==> src/rtl/core_pkg.sv <==
// core_pkg: shared state encoding, opcode width and strobe bundle
// for the 8-bit core sequencer.
package core_pkg;

  localparam int OPC_W = 4;
  localparam logic [OPC_W-1:0] HALT_OPC_DEF = 4'hF;

  typedef enum logic [2:0] {
    S_IDLE   = 3'd0,
    S_FETCH  = 3'd1,
    S_DECODE = 3'd2,
    S_EXEC   = 3'd3,
    S_MEM    = 3'd4,
    S_WB     = 3'd5,
    S_PAUSE  = 3'd6,
    S_HALT   = 3'd7
  } state_e;

  typedef struct packed {
    logic ir_load;
    logic rf_we;
    logic mem_req;
    logic mem_we;
    logic pc_en;
    logic pc_load;
  } strobe_t;

endpackage

==> src/rtl/core_sequencer_if.sv <==
// core_sequencer_if: data-RAM request/ready handshake between the
// sequencer (master) and the RAM (slave).
interface core_sequencer_if;

  logic mem_req;
  logic mem_we;
  logic mem_ready;

  modport master (
    output mem_req,
    output mem_we,
    input  mem_ready
  );

  modport slave (
    input  mem_req,
    input  mem_we,
    output mem_ready
  );

endinterface

==> src/rtl/seq_wait_timer.sv <==
// seq_wait_timer: RAM wait counter; expired_o flags the last
// allowed wait cycle while counting.
module seq_wait_timer #(
  parameter int TO_W        = 4,
  parameter int MEM_TIMEOUT = 8
) (
  input  logic clk,
  input  logic reset,
  input  logic clr_i,
  input  logic en_i,
  output logic expired_o
);

  logic [TO_W-1:0] cnt_q, cnt_d;

  always_comb begin
    cnt_d = cnt_q;
    if (clr_i) begin
      cnt_d = '0;
    end else if (en_i) begin
      cnt_d = cnt_q + 1'b1;
    end
  end

  always_ff @(posedge clk or negedge reset) begin
    if (!reset) begin
      cnt_q <= '0;
    end else begin
      cnt_q <= cnt_d;
    end
  end

  assign expired_o = en_i &&
    (cnt_q == TO_W'(MEM_TIMEOUT - 1));

endmodule

==> src/rtl/core_sequencer.sv <==
// core_sequencer: multi-cycle control FSM for the 8-bit core.
// Define SEQ_PERF_CNT_EN to add cycle_cnt/instr_cnt counters.
module core_sequencer
  import core_pkg::*;
#(
  parameter logic [OPC_W-1:0] HALT_OPCODE = HALT_OPC_DEF,
  parameter int MEM_TIMEOUT = 8,
  parameter int TO_W        = 4
`ifdef SEQ_PERF_CNT_EN
  ,
  parameter int CNT_W       = 16
`endif
) (
  input  logic             clk,
  input  logic             reset,
  input  logic             start,
  input  logic             step_mode,
  input  logic             step,
  input  logic             halt_req,
  input  logic             fault_clr,
  input  logic [OPC_W-1:0] opcode,
  input  logic             dec_reg_write,
  input  logic             dec_mem_write,
  input  logic             dec_load,
  input  logic             dec_branch,
  input  logic             zero,
  core_sequencer_if.master mem,
  output logic             ir_load,
  output logic             rf_we,
  output logic             pc_en,
  output logic             pc_load,
  output logic             busy,
  output logic             halted,
  output logic             fault,
`ifdef SEQ_PERF_CNT_EN
  output logic [CNT_W-1:0] cycle_cnt,
  output logic [CNT_W-1:0] instr_cnt,
`endif
  output logic [2:0]       state_o
);

  state_e  state_q, state_d;
  logic    fault_q, fault_d;
  logic    zero_q, zero_d;
  logic    in_mem, tmr_clr, tmr_exp;
  strobe_t strb;

  // FAULT parks the state register in IDLE; fault_q gates it.
  assign in_mem  = !fault_q && (state_q == S_MEM);
  assign tmr_clr = in_mem && (mem.mem_ready || tmr_exp);

  seq_wait_timer #(
    .TO_W        (TO_W),
    .MEM_TIMEOUT (MEM_TIMEOUT)
  ) u_tmr (
    .clk       (clk),
    .reset     (reset),
    .clr_i     (tmr_clr),
    .en_i      (in_mem),
    .expired_o (tmr_exp)
  );

  always_comb begin
    state_d = state_q;
    fault_d = fault_q;
    zero_d  = zero_q;
    if (fault_q) begin
      if (fault_clr) fault_d = 1'b0;
    end else begin
      unique case (state_q)
        S_IDLE:   if (start) state_d = S_FETCH;
        S_FETCH:  state_d = S_DECODE;
        S_DECODE: state_d = (opcode == HALT_OPCODE) ?
                            S_HALT : S_EXEC;
        S_EXEC: begin
          zero_d  = zero;
          state_d = (dec_mem_write || dec_load) ?
                    S_MEM : S_WB;
        end
        S_MEM: begin
          if (mem.mem_ready) begin
            state_d = S_WB;
          end else if (tmr_exp) begin
            state_d = S_IDLE;
            fault_d = 1'b1;
          end
        end
        S_WB: begin
          if (halt_req)       state_d = S_HALT;
          else if (step_mode) state_d = S_PAUSE;
          else                state_d = S_FETCH;
        end
        S_PAUSE: begin
          if (halt_req)  state_d = S_HALT;
          else if (step) state_d = S_FETCH;
        end
        S_HALT:   if (start) state_d = S_FETCH;
      endcase
    end
  end

  always_ff @(posedge clk or negedge reset) begin
    if (!reset) begin
      state_q <= S_IDLE;
      fault_q <= 1'b0;
      zero_q  <= 1'b0;
    end else begin
      state_q <= state_d;
      fault_q <= fault_d;
      zero_q  <= zero_d;
    end
  end

  always_comb begin
    strb         = '0;
    strb.ir_load = !fault_q && (state_q == S_FETCH);
    strb.rf_we   = !fault_q && (state_q == S_WB) &&
                   dec_reg_write;
    strb.mem_req = in_mem;
    strb.mem_we  = in_mem && dec_mem_write;
    strb.pc_en   = !fault_q && (state_q == S_WB);
    strb.pc_load = strb.pc_en && dec_branch && zero_q;
  end

  assign ir_load     = strb.ir_load;
  assign rf_we       = strb.rf_we;
  assign mem.mem_req = strb.mem_req;
  assign mem.mem_we  = strb.mem_we;
  assign pc_en       = strb.pc_en;
  assign pc_load     = strb.pc_load;
  assign busy        = !fault_q &&
                       (state_q inside {S_FETCH, S_DECODE,
                                        S_EXEC, S_MEM, S_WB});
  assign halted      = (state_q == S_HALT);
  assign fault       = fault_q;
  assign state_o     = state_q;

`ifdef SEQ_PERF_CNT_EN
  logic [CNT_W-1:0] cyc_q, ins_q;

  always_ff @(posedge clk or negedge reset) begin
    if (!reset) begin
      cyc_q <= '0;
      ins_q <= '0;
    end else begin
      if (busy)  cyc_q <= cyc_q + 1'b1;
      if (pc_en) ins_q <= ins_q + 1'b1;
    end
  end

  assign cycle_cnt = cyc_q;
  assign instr_cnt = ins_q;
`endif

endmodule

==> src/flat_wrapper.sv <==
// flat-port wrapper written by rule: the top's interface ports become plain ports
module core_sequencer_flat import core_pkg::*;
#(
  parameter logic [OPC_W-1:0] HALT_OPCODE = HALT_OPC_DEF,
  parameter int MEM_TIMEOUT = 8,
  parameter int TO_W        = 4

)
  (clk, reset, start, step_mode, step, halt_req, fault_clr, opcode, dec_reg_write, dec_mem_write, dec_load, dec_branch, zero, ir_load, rf_we, pc_en, pc_load, busy, halted, fault, state_o, mem_mem_req, mem_mem_we, mem_mem_ready);
  core_sequencer_if mem_i ();
  input  logic clk;
  input  logic reset;
  input  logic start;
  input  logic step_mode;
  input  logic step;
  input  logic halt_req;
  input  logic fault_clr;
  input  logic [OPC_W-1:0] opcode;
  input  logic dec_reg_write;
  input  logic dec_mem_write;
  input  logic dec_load;
  input  logic dec_branch;
  input  logic zero;
  output logic ir_load;
  output logic rf_we;
  output logic pc_en;
  output logic pc_load;
  output logic busy;
  output logic halted;
  output logic fault;
  output logic [2:0] state_o;
  output wire logic [$bits(mem_i.mem_req)-1:0] mem_mem_req;
  output wire logic [$bits(mem_i.mem_we)-1:0] mem_mem_we;
  input wire logic [$bits(mem_i.mem_ready)-1:0] mem_mem_ready;
  assign mem_mem_req = mem_i.mem_req;
  assign mem_mem_we = mem_i.mem_we;
  assign mem_i.mem_ready = mem_mem_ready;
  core_sequencer #(.HALT_OPCODE(HALT_OPCODE), .MEM_TIMEOUT(MEM_TIMEOUT), .TO_W(TO_W)) u_core (.clk(clk), .reset(reset), .start(start), .step_mode(step_mode), .step(step), .halt_req(halt_req), .fault_clr(fault_clr), .opcode(opcode), .dec_reg_write(dec_reg_write), .dec_mem_write(dec_mem_write), .dec_load(dec_load), .dec_branch(dec_branch), .zero(zero), .mem(mem_i), .ir_load(ir_load), .rf_we(rf_we), .pc_en(pc_en), .pc_load(pc_load), .busy(busy), .halted(halted), .fault(fault), .state_o(state_o));
endmodule
==> config.mk <==
export PLATFORM = sky130hd
export DESIGN_NAME = core_sequencer_flat
export DESIGN_NICKNAME = d
export VERILOG_FILES = /design/src/rtl/core_pkg.sv /design/src/rtl/core_sequencer_if.sv /design/src/rtl/seq_wait_timer.sv /design/src/rtl/core_sequencer.sv /design/src/flat_wrapper.sv
export SDC_FILE = /design/constraint.sdc
export NUM_CORES = 1
export LEC_CHECK = 0
export CELL_PAD_IN_SITES_DETAIL_PLACEMENT = 1
export CELL_PAD_IN_SITES_GLOBAL_PLACEMENT = 1
export CORE_ASPECT_RATIO = 0.75
export CORE_MARGIN = 2
export CORE_UTILIZATION = 27
export CTS_CLUSTER_DIAMETER = 150
export DETAILED_ROUTE_END_ITERATION = 6
export PLACE_DENSITY_LB_ADDON = 0.1
export SLEW_MARGIN = 5
export SYNTH_ARGS = -nofsm -noshare
export SYNTH_HDL_FRONTEND = slang
export SYNTH_SLANG_ARGS = --single-unit
==> constraint.sdc <==
create_clock -name clk -period 1.5 [get_ports clk]
set_input_delay 0.225 -clock clk [delete_from_list [all_inputs] [get_ports clk]]
set_output_delay 0.225 -clock clk [all_outputs]
set_load 0.02 [all_outputs]
Yosys cells after proc, flatten, opt, wreduce, memory -nomap -nowiden:

Index checks and enable logic that the tools add are counted.

* bits in registers: 9
* output and inout bits: 12

* $add $sub $neg: 1
* equal/unequal tests: 12
* muxes and demuxes: 17
* bitwise logic cells: 1
* reductions and logical operators: 19

Operator list (count)
* 2-to-1 mux 3 bit: 8
* case mux 3 bit (7 select lines): 1
* == test 3 bit, second input constant: 4
* logical AND 1 bit: 10
* 2-to-1 mux 4 bit: 2
* == test 3 x 2 -> 1 bit, second input constant: 2
* 2-to-1 mux 1 bit: 6
* nonzero test 5 bit: 1
* adder 4 x 1 -> 4 bit, second input constant: 1
* == test 4 x 3 -> 1 bit, second input constant: 1
* == test 4 bit, second input constant: 1
* AND reduction 4 bit: 1
* == test 3 x 1 -> 1 bit, second input constant: 1
* logical NOT 3 bit: 1
* inequality test 3 x 2 -> 1 bit, second input constant: 1
* inequality test 3 bit, second input constant: 1
* logical OR 1 bit: 2
* inequality test 2 x 1 -> 1 bit, second input constant: 1
* AND reduction 2 bit: 1
* nonzero test 2 bit: 1
* OR reduction 2 bit: 1
* logical NOT 1 bit: 1
* NOT 1 bit: 1

Longest topological paths before layout:

Gate-level depths: netlist of the first run.

* depth in word-level cells: 7
* mapped depth: 6

Hierarchy:

From an unflattened synthesis of the first run, not the netlist that was laid out.

* cell total of the unflattened synthesis: 70
* area, all modules: 640.6 sq um

By module, submodules not included
* core_sequencer: instances 1, cells each 52, area an instance 411.6 sq um
* seq_wait_timer: instances 1, cells each 18, area an instance 229.0 sq um

Least setup slack after synthesis of the first run:

No wires, ideal clock.

* path kind: reg-to-output
* start point: reg u_core.state_q[1] (netlist: u_core.state_o[1])
* end point: out mem_mem_we
* arrival time: 1.604 ns
* required time: 1.275 ns
* setup slack: -0.329 ns
* stages on the path, launching flop included: 6
* buffers on the path: 2
* cell sequence: dfrtp_1 > buf_6 > or4b_4 > buf_6 > inv_2 > and2_1

* longest elaborated chain between the ends: 3

Ends and longest elaborated chain
* start: declaration: line core_sequencer.sv:42 `state_e state_q, state_d;`
* start signal: assignment: line core_sequencer.sv:108 `state_q <= state_d;`
* == test 3 bit: line core_sequencer.sv:49 `assign in_mem = !fault_q && (state_q == S_MEM);`
* logical AND 1 bit: line core_sequencer.sv:49
* net mem_mem_req: line flat_wrapper.sv:32 `output wire logic [$bits(mem_i.mem_req)-1:0] mem_mem_req;`
* logical AND 1 bit: line core_sequencer.sv:120 `strb.mem_we = in_mem && dec_mem_write;`
* end: declaration: line flat_wrapper.sv:33 `output wire logic [$bits(mem_i.mem_we)-1:0] mem_mem_we;`

The timed path passes the listed nets, and every way through them passes these cells.

Final worst setup path of the first run:

* start point: reg u_core.state_q[0] (netlist: u_core.state_o[0])
* end point: out mem_mem_we

* longest elaborated chain between the ends: 3

Ends and longest elaborated chain (line)
* == test 3 bit: core_sequencer.sv:49
* logical AND 1 bit: core_sequencer.sv:49
* logical AND 1 bit: core_sequencer.sv:120

Every way passes these cells.

==> flow_summary_export.csv, run 1 <==
group,metric,value,unit
status,outcome,"finished, violations left",
status,violations,"setup timing",
routing,drt_iter0_drc,18,
cts,cts.sinks,9,
place,placed_cell_area,0.001151,sq mm
pwr,intPower,0.001576,W
timing,hold_slack,256.6,ps
routing,via_per_inst,5.024,
pwr,comb_power_share,77.2,%
timing,finalHoldViolations,0,
critical_path,cp-end-kind,"output pin",
pwr,finalPower,0.002788,W
logic_synthesis,synth.net_count,93,
timing,rsz0062_at_grt,"true",
place,place.gp.congestion,0.7632,
cells_and_area,fillers,266,
cts,cts_root_buf,"clkbuf_4",
timing,post-route-min-period,1781,ps
critical_path,crit_path_start_kind,"register",
grt,grt-ovfl-total,0,
timing,period_share,118.7,%
logic_synthesis,seq_area_frac_synth,32.67,%
die,pin_count,29,
cells_and_area,drive_gt1_share,56.49,%
critical_path,worstPathCellList,"or4b_4, clkinv_4, and2_4, buf_6",
logic_synthesis,avgSynthCellArea,9.192,sq um
hold_path,hold_path_class,"in -> async",
routing,ant_nets,0,
die,rows,15,
cells_and_area,finalInstanceArea,0.001471,sq mm
critical_path,worstPathRequired,1270,ps
cts,cts-hold-fix-buffers,0,
critical_path,critPathArrivalTime,1560,ps
critical_path,crit_slowest_cell,"or4b_4",
die,die_area,0.002978,sq mm
critical_path,crit_start,"u_core.state_o[0]",
cts,cts_buffer_depth,2,
place,place_hpwl,1663,microns
cells_and_area,diodes,0,
cts,clk_transition_reported_paths,80,ps
critical_path,critical_path.max_fanout,3,
timing,fmaxAchievable,0.5615,GHz
pwr,netSwitchingFraction,43.46,%
cts,h-tree-depth,1,
grt,grt_max_degree,16,
die,die_width,62.35,microns
routing,wl,3035,microns
cells_and_area,syn2layout_area_growth,113.4,%
logic_synthesis,ys_warn_count,0,
critical_path,reg2reg_setup_slack,-200,ps
cells_and_area,finalNetCount,150,
timing,max_slew.worst_pin.slew,461.0,ps
critical_path,worstReg2RegStart,"u_core.state_o[0]",
logic_synthesis,yosys.cell_types.count,40,
critical_path,slowest_delay,580,ps
pwr,power_frac_clock,7.5,%
logic_synthesis,ys_ff_latch,9,
cts,clkLatencyLatePin,280,ps
cts,numCtsBuffers,3,
logic_synthesis,yosysTopAreaCell,"dfrtp_1",
place,io_buffers,28,
pwr,p_sw,0.001212,W
die,die_h,47.76,microns
timing,slew_headroom,69.17,%
timing,clock_skew,14.07,ps
logic_synthesis,synth_cells,75,
logic_synthesis,synth_area,689.4,sq um
pwr,p_leak,0.6444,nW
routing,wl_per_cell,18.39,microns
grt,grt_first_pass_wirelength,4084,microns
logic_synthesis,synth_top_area_share,32.67,%
pwr,irDropWorstVdd,949.8,uV
routing,vias,829,
pwr,p_per_area,1895,mW/mm^2
logic_synthesis,synthTopCellsByArea,"dfrtp_1 (33%), mux2i_1 (4.4%), buf_6 (3.3%)",
flow_run,drv_cap,0,
die,start_util,29.15,%
grt,grt_pass1_vias,789,
routing,firstDrtPassIters,3,
timing,worst_slack,-280.8,ps
grt,antenna_found_initial,0,
timing,setup_viol,16,
cts,cts_tree,"yes",
pwr,seq_power_share,15.3,%
die,coreArea,0.002365,sq mm
routing,drcViolationCount,0,
timing,slew_violations,0,
grt,grt.total_usage,18.90,%
critical_path,path_class,"reg -> out",
timing,fin_setup_tns,-2453,ps
==> power by group through the flow <==
| stage | combinational (W) | clock (W) | sequential, W |
|---|---|---|---|
| after global placement | 0.00150 | 0 | 0.000409 |
| after floorplan | 0.000828 | 0 | 0.000508 |
| final | 0.00215 | 0.000208 | 0.000427 |
| after CTS | 0.00192 | 0.000202 | 0.000408 |
| after global routing | 0.00229 | 0.000222 | 0.000434 |
| after detailed placement | 0.00153 | 0 | 0.000412 |
==> worst max-delay path, delay by kind of cell (launching register included) <==
family / cells / cell delay (ps)
and+or+nand+nor: 2 / 710
DFF: 1 / 390
buffers and inverters: 2 / 190
==> repair_timing <==
action	CTS	global route
resized for setup	77	23
pin swaps	12	9
endpoints found under the setup margin	18	18
cloned	1	0
buffers inserted	5	7
==> area by class of cell <==
type | instances | area [sq um] | share of cell area, %
multi-input combinational | 56 | 599.3 | 40.73
timing repair buffer | 57 | 553.0 | 37.59
sequential | 9 | 226.5 | 15.39
tap | 34 | 42.54 | 2.891
clock buffer | 4 | 26.28 | 1.786
inverter | 5 | 23.77 | 1.616
==> routing by layer <==
metal / global-route usage [%] / share of wire, % / vias to the layer above
met5: 0 / 0 / -
met3: 5.412 / 4.3 / 6
met2: 31.52 / 48 / 21
met1: 24.89 / 46 / 407
met4: 5.333 / 1.2 / 0
li1: - / - / 395
==> cells in the final DEF, fill, tap and decap left out, drive strengths merged, types with 2 or more instances in the layout <==
cell type      instances
o21ai                  4
nor3                   3
nand3                  4
buf                   38
nand2                  6
inv                    4
a221oi                 2
nor2                   4
and3                   3
dfrtp                  9
nor4bb                 2
nor4                   2
dlygate4sd2            2
mux2i                  3
clkbuf                 5
clkdlybuf4s50         16
nor4b                  2
a21oi                  3
and2                   2
==> stage by stage <==
stage,instances,setup slack [ps],utilization (%)
floorplan,75,-162.1,-
global placement,151,-435.6,48.68
detailed placement,151,-442.2,48.68
CTS,161,-286.1,57.41
global route,165,-318.4,62.22
finish,165,-280.8,62.22
==> cell families (layout without fill, tap and decap cells) <==
| logic type | after synthesis | after routing | synth area share (%) |
|---|---|---|---|
| AO/OA/AOI/OAI | 18 | 18 | 20.51 |
| adder cells (fa/ha/maj) | 1 | 1 | 1.815 |
| buffers and inverters | 10 | 66 | 7.621 |
| flip-flops | 9 | 9 | 32.67 |
| multiplexers | 4 | 4 | 5.989 |
| AND/OR/NAND/NOR | 33 | 33 | 31.40 |
==> final timing paths <==
path,end,depth (start not counted)
worst min-delay path,u_core.u_tmr.cnt_q[2],1
worst max register to register,u_core.u_tmr.cnt_q[3],6
worst min register to register,u_core.zero_q,1
worst max-delay path,mem_mem_we,4
max in group asynchronous,u_core.state_o[1],1
min in group clk,u_core.zero_q,1
==> state kept, by name, summed over array words and instances (netlist names) <==
name,count
u_core.zero_q,1
u_core.u_tmr.cnt_q,4
u_core.state_o,3
u_core.fault,1
==> cells in the mapped netlist <==
| cell type | number |
|---|---|
| a221oi_1 | 1 |
| nor4_1 | 1 |
| a21o_1 | 1 |
| mux2_2 | 1 |
| nor2b_1 | 1 |
| nand2_1 | 6 |
| a2bb2oi_1 | 1 |
| and2_1 | 2 |
| ha_1 | 1 |
| buf_6 | 2 |
| o21ai_0 | 1 |
| dfrtp_1 | 9 |
| mux2i_1 | 3 |
| nor4b_1 | 1 |
| a31oi_1 | 1 |
| o21bai_1 | 1 |
| and3_1 | 3 |
| a41oi_1 | 1 |
| inv_2 | 1 |
| nor3_1 | 3 |
| nor4b_2 | 1 |
| nand3b_1 | 1 |
| o21ai_2 | 1 |
| nor4bb_1 | 2 |
| a21oi_1 | 2 |
| or4b_4 | 1 |
| o21ai_1 | 2 |
| nand2b_1 | 1 |
| a41o_1 | 1 |
| o2111a_1 | 1 |
| o31ai_1 | 1 |
| nor2_1 | 4 |
| inv_1 | 4 |
| a211oi_1 | 1 |
| a221oi_2 | 1 |
| nor3b_1 | 1 |
| nor4_4 | 1 |
| nand3_1 | 4 |
| a21oi_2 | 1 |
| clkbuf_1 | 3 |
Power figures use the tool's default switching activity.
==> inputs of run 2 (changes only) <==
SKIP_LAST_GASP = 1   (was unset)
==> run 2 against run 1 <==
Against the previous run: the run still ends with setup timing left; clock skew is 3.3 ps lower; first-iteration DRC count is 17% lower; sequential power is 0.9% lower; sequential share of layout area is 0.19 points higher; count of clock-buffer cells in the layout stayed put; flip-flop and latch count stayed put; die area stayed put; total power hardly changed; utilization is 0.74 points lower; clock power is 2% higher; setup slack better by 0.94 ps; cell area is 1.2% lower; critical endpoint unchanged; highest routed layer unchanged.
==> flow_summary_export.csv, run 2 (synthesis results as in run 1) <==
group,metric,value,unit
timing,fin_setup_tns,-2501,ps
grt,grt_max_degree,16,
pwr,comb_power_share,77.2,%
cells_and_area,postLayoutCoreUtil,61.48,%
hold_path,hold_path_class,"in -> async",
timing,finalHoldViolations,0,
routing,firstDrtPassIters,4,
cells_and_area,finalNetCount,151,
routing,wl,3167,microns
grt,grt_first_pass_wirelength,3870,microns
die,rows,15,
critical_path,rr_endpoint,"u_core.state_o[2]",
critical_path,crit_slowest_cell,"or4b_4",
place,place_hpwl,1663,microns
timing,post-route-min-period,1780,ps
cts,cts_buffer_depth,2,
cts,clk_transition_reported_paths,70,ps
critical_path,worstPathCellList,"or4b_4, clkinv_4, and2_4, buf_6",
cells_and_area,largest_reg_flops,4,
critical_path,worstPathRequired,1270,ps
cells_and_area,syn2layout_area_growth,110.9,%
timing,clock_skew,10.74,ps
cells_and_area,layout_commonest_cell,"buf_4",
critical_path,r2r.worst_path.cells,7,
routing,via_per_inst,5.054,
cts,cts_tree,"yes",
timing,rsz0062_at_grt,"true",
place,placed_cell_area,0.001151,sq mm
cells_and_area,finalInstanceArea,0.001454,sq mm
grt,antenna_found_initial,0,
pwr,irDropWorstVdd,784.5,uV
cells_and_area,layout_common_cells,"buf_4 (26), clkdlybuf4s50_1 (16), buf_6 (9)",
grt,grt-ovfl-total,0,
routing,wl_per_cell,19.08,microns
critical_path,path_class,"reg -> out",
critical_path,slowest_delay,580,ps
cts,cts.sinks,9,
critical_path,critPathArrivalTime,1550,ps
cells_and_area,drive_gt1_share,56.82,%
flow_run,drv_cap,0,
place,place.gp.congestion,0.7632,
timing,slew_violations,0,
status,outcome,"finished, violations left",
timing,fmaxAchievable,0.5618,GHz
pwr,p_sw,0.001212,W
status,violations,"setup timing",
routing,ant_nets,0,
cts,cts-hold-fix-buffers,0,
routing,drcViolationCount,0,
cts,h-tree-depth,1,
cts,numCtsBuffers,3,
pwr,netSwitchingFraction,43.46,%
timing,worst_slack,-279.9,ps
pwr,p_leak,0.6411,nW
pwr,power_frac_clock,7.6,%
cells_and_area,finalNonFillerCells,166,
die,die_width,62.35,microns
routing,vias,839,
cts,cts_root_buf,"clkbuf_4",
place,pre_cts_ws,-442.2,ps
timing,setup_viol,16,
place,dpl.cell_count,151,
timing,max_slew.worst_pin.slew,438.8,ps
die,die_h,47.76,microns
grt,grt_pass1_vias,797,
critical_path,worstReg2RegStart,"u_core.state_o[1]",
pwr,seq_power_share,15.2,%
critical_path,crit_path_start_kind,"register",
timing,period_share,118.7,%
timing,slew_headroom,70.66,%
cells_and_area,diodes,0,
place,io_buffers,28,
grt,grt.total_usage,17.68,%
die,start_util,29.15,%
cells_and_area,regMostFlops,"u_core.u_tmr.cnt_q",
die,coreArea,0.002365,sq mm
cts,clkLatencyLatePin,290,ps
pwr,intPower,0.001576,W
critical_path,cp-end-kind,"output pin",
die,pin_count,29,
routing,drt_iter0_drc,15,
critical_path,reg2reg_setup_slack,-200,ps
die,die_area,0.002978,sq mm
critical_path,critical_path.max_fanout,3,
pwr,p_per_area,1918,mW/mm^2
## run 2: layout make-up
type / count / area (sq um)
multi-input combinational: 56 / 588.1
timing repair buffer: 58 / 546.8
clock buffer: 4 / 26.28
sequential: 9 / 226.5
tap: 34 / 42.54
inverter: 5 / 23.77
fill: 270 / 910.9
## run 2: worst max-delay path by stage
stage                                 start          to  cells past startpoint
final                     u_core.state_o[0]  mem_mem_we                      4
after global routing      u_core.state_o[0]  mem_mem_we                      4
after CTS                 u_core.state_o[1]  mem_mem_we                      4
after detailed placement  u_core.state_o[0]  mem_mem_we                      4
after global placement    u_core.state_o[0]  mem_mem_we                      4
after floorplan           u_core.state_o[1]  mem_mem_we                      5
## run 2: power groups by stage
stage | registers (W) | clock network (W) | logic, W
global placement | 0.000409 | 0 | 0.00150
finish | 0.000423 | 0.000212 | 0.00215
CTS | 0.000408 | 0.000202 | 0.00187
global route | 0.000431 | 0.000228 | 0.00229
floorplan | 0.000508 | 0 | 0.000828
detailed placement | 0.000412 | 0 | 0.00153
## run 2: what timing repair did
| item | CTS | global route |
|---|---|---|
| buffers inserted | 5 | 8 |
| cloned | 1 | 0 |
| resized for setup | 71 | 23 |
| setup endpoints to repair | 18 | 18 |
| pin swaps | 11 | 8 |
## run 2: layer usage
metal	vias up	global-route usage (%)	share of wire, %
li1	397	-	-
met1	416	23.50	44
met2	21	28.91	51
met3	5	5.176	4.0
met4	0	5.333	1.3
met5	-	0	0
## run 2: critical path, delay by kind of cell (launching register included)
kind          cells  cell delay (ps)
flops             1              390
buf+inv           2              180
simple gates      2              710
## run 2: per-stage QoR
step	power (W)	hold WS, ps
2_1_floorplan	0.001336	-70.59
3_3_place_gp	0.001910	503.4
3_5_place_dp	0.001937	505.4
4_1_cts	0.002476	273.7
5_1_grt	0.002947	266.1
6_report	0.002788	239.7
==> inputs of run 3 (changes only) <==
CTS_BUF_LIST = sky130_fd_sc_hd__clkbuf_4 sky130_fd_sc_hd__clkbuf_8 sky130_fd_sc_hd__clkbuf_16   (was unset)
==> run 3 against run 2 <==
Against the previous run: the flow still finishes with violations (setup timing); register-to-register slack about the same; hold slack better by 11 ps; sequential share of layout area barely moved; non-clock buffer count unchanged; total power up 1.5%; cell area up 0.26%.
==> flow_summary_export.csv, run 3 (synthesis results as in run 1) <==
group,metric,value,unit
status,outcome,"finished, violations left",
status,violations,"setup timing",
timing,clock_skew,0.9824,ps
cts,cts_tree,"yes",
grt,grt_max_degree,16,
cells_and_area,drive_gt1_share,56.82,%
timing,rsz0062_at_grt,"true",
timing,worst_slack,-289.7,ps
timing,fin_setup_tns,-2092,ps
cells_and_area,finalNonFillerCells,166,
critical_path,path_class,"reg -> out",
hold_path,hold_path_class,"in -> async",
critical_path,worstReg2RegStart,"u_core.fault",
pwr,p_per_area,1941,mW/mm^2
timing,max_slew.worst_pin.slew,469.6,ps
routing,wl,2866,microns
critical_path,cp-end-kind,"output pin",
die,die_area,0.002978,sq mm
cells_and_area,regMostFlops,"u_core.u_tmr.cnt_q",
cts,numCtsBuffers,3,
timing,slew_violations,0,
routing,wl_per_cell,17.27,microns
cells_and_area,largest_reg_flops,4,
grt,antenna_found_initial,0,
pwr,irDropWorstVdd,896.5,uV
critical_path,slowest_delay,570,ps
cells_and_area,finalNetCount,151,
cts,h-tree-depth,1,
critical_path,critPathArrivalTime,1560,ps
cts,cts.sinks,9,
cts,clk_transition_reported_paths,60,ps
critical_path,crit_slowest_cell,"or4b_4",
cts,cts_buffer_depth,2,
cells_and_area,finalInstanceArea,0.001458,sq mm
grt,grt_pass1_vias,785,
cells_and_area,fillers,267,
critical_path,worstPathRequired,1270,ps
flow_run,drv_cap,0,
place,place.gp.congestion,0.7632,
place,place_hpwl,1663,microns
die,rows,15,
critical_path,crit_path_end,"mem_mem_we",
critical_path,critical_path.max_fanout,3,
cells_and_area,syn2layout_area_growth,111.4,%
grt,grt.total_usage,17.79,%
cts,cts-hold-fix-buffers,0,
place,dpl.cell_count,151,
die,die_h,47.76,microns
timing,fmaxAchievable,0.5588,GHz
cts,cts_root_buf,"clkbuf_4",
cells_and_area,diodes,0,
cts,clkLatencyLatePin,280,ps
place,io_buffers,28,
critical_path,crit_start,"u_core.fault",
routing,vias,835,
die,start_util,29.15,%
die,die_width,62.35,microns
critical_path,crit_path_start_kind,"register",
timing,period_share,119.3,%
timing,hold_slack,250.7,ps
timing,finalHoldViolations,0,
routing,drt_iter0_drc,8,
cells_and_area,layout_common_cells,"buf_4 (25), clkdlybuf4s50_1 (16), buf_6 (10)",
critical_path,r2r.worst_path.cells,6,
grt,grt-ovfl-total,0,
pwr,p_leak,0.6459,nW
critical_path,rr_endpoint,"u_core.u_tmr.cnt_q[3]",
routing,firstDrtPassIters,4,
critical_path,worstPathCellList,"or4b_4, clkinv_4, and2_4, buf_6",
die,coreArea,0.002365,sq mm
timing,post-route-min-period,1790,ps
timing,slew_headroom,68.58,%
critical_path,reg2reg_setup_slack,-210,ps
routing,drcViolationCount,0,
grt,grt_first_pass_wirelength,3912,microns
place,placed_cell_area,0.001151,sq mm
timing,setup_viol,16,
routing,via_per_inst,5.030,
cells_and_area,layout_commonest_cell,"buf_4",
routing,ant_nets,0,
die,pin_count,29,
-- run 3: area by class of cell --
cell class | count | area [sq um] | area share [%]
Multi-Input combinational cell | 56 | 576.8 | 39.57
Timing Repair Buffer | 58 | 558.0 | 38.28
Sequential cell | 9 | 226.5 | 15.54
Tap cell | 34 | 42.54 | 2.918
Clock buffer | 4 | 30.03 | 2.060
Inverter | 5 | 23.77 | 1.631
-- run 3: critical path, delay by kind of cell, from the launching register on --
| kind | cells | cell delay (ps) |
|---|---|---|
| AND/OR/NAND/NOR | 2 | 700 |
| flip-flops | 1 | 410 |
| buffers and inverters | 2 | 180 |
-- run 3: worst min-delay path by stage --
stage | start | endpoint | cells past startpoint
global route | reset | u_core.u_tmr.cnt_q[0] | 1
detailed placement | u_core.zero_q | u_core.zero_q | 1
finish | reset | u_core.u_tmr.cnt_q[0] | 1
floorplan | reset | u_core.fault | 0
global placement | u_core.zero_q | u_core.zero_q | 1
CTS | reset | u_core.fault | 1
-- run 3: power breakdown --
part           switching, W  internal [W]  leakage (nW)
clock network     0.0000983      0.000121        0.0184
logic               0.00102       0.00117         0.523
registers         0.0000649      0.000353         0.104
total               0.00118       0.00165         0.646
-- run 3: per-stage QoR --
| step | power [W] | setup WS, ps | utilization, % |
|---|---|---|---|
| finish | 0.002829 | -289.7 | 61.64 |
| global route | 0.002993 | -329.6 | 61.64 |
| CTS | 0.002494 | -286.1 | 56.83 |
| detailed placement | 0.001937 | -442.2 | 48.68 |
| global placement | 0.001910 | -435.6 | 48.68 |
| floorplan | 0.001336 | -162.1 | - |
-- run 3: timing repair --
item                                    4_1_cts  5_1_grt
endpoints found under the setup margin       18       18
setup buffers                                 5        8
resized for setup                            71       24
cloned                                        1        0
pin swaps                                    11        9
-- run 3: layer usage --
| layer | global-route usage [%] | up-vias | part of all wire (%) |
|---|---|---|---|
| met5 | 0 | - | 0 |
| met4 | 4.000 | 0 | 0.94 |
| met3 | 5.882 | 5 | 5.7 |
| met2 | 28.48 | 25 | 49 |
| met1 | 24.07 | 411 | 45 |
| li1 | - | 394 | - |
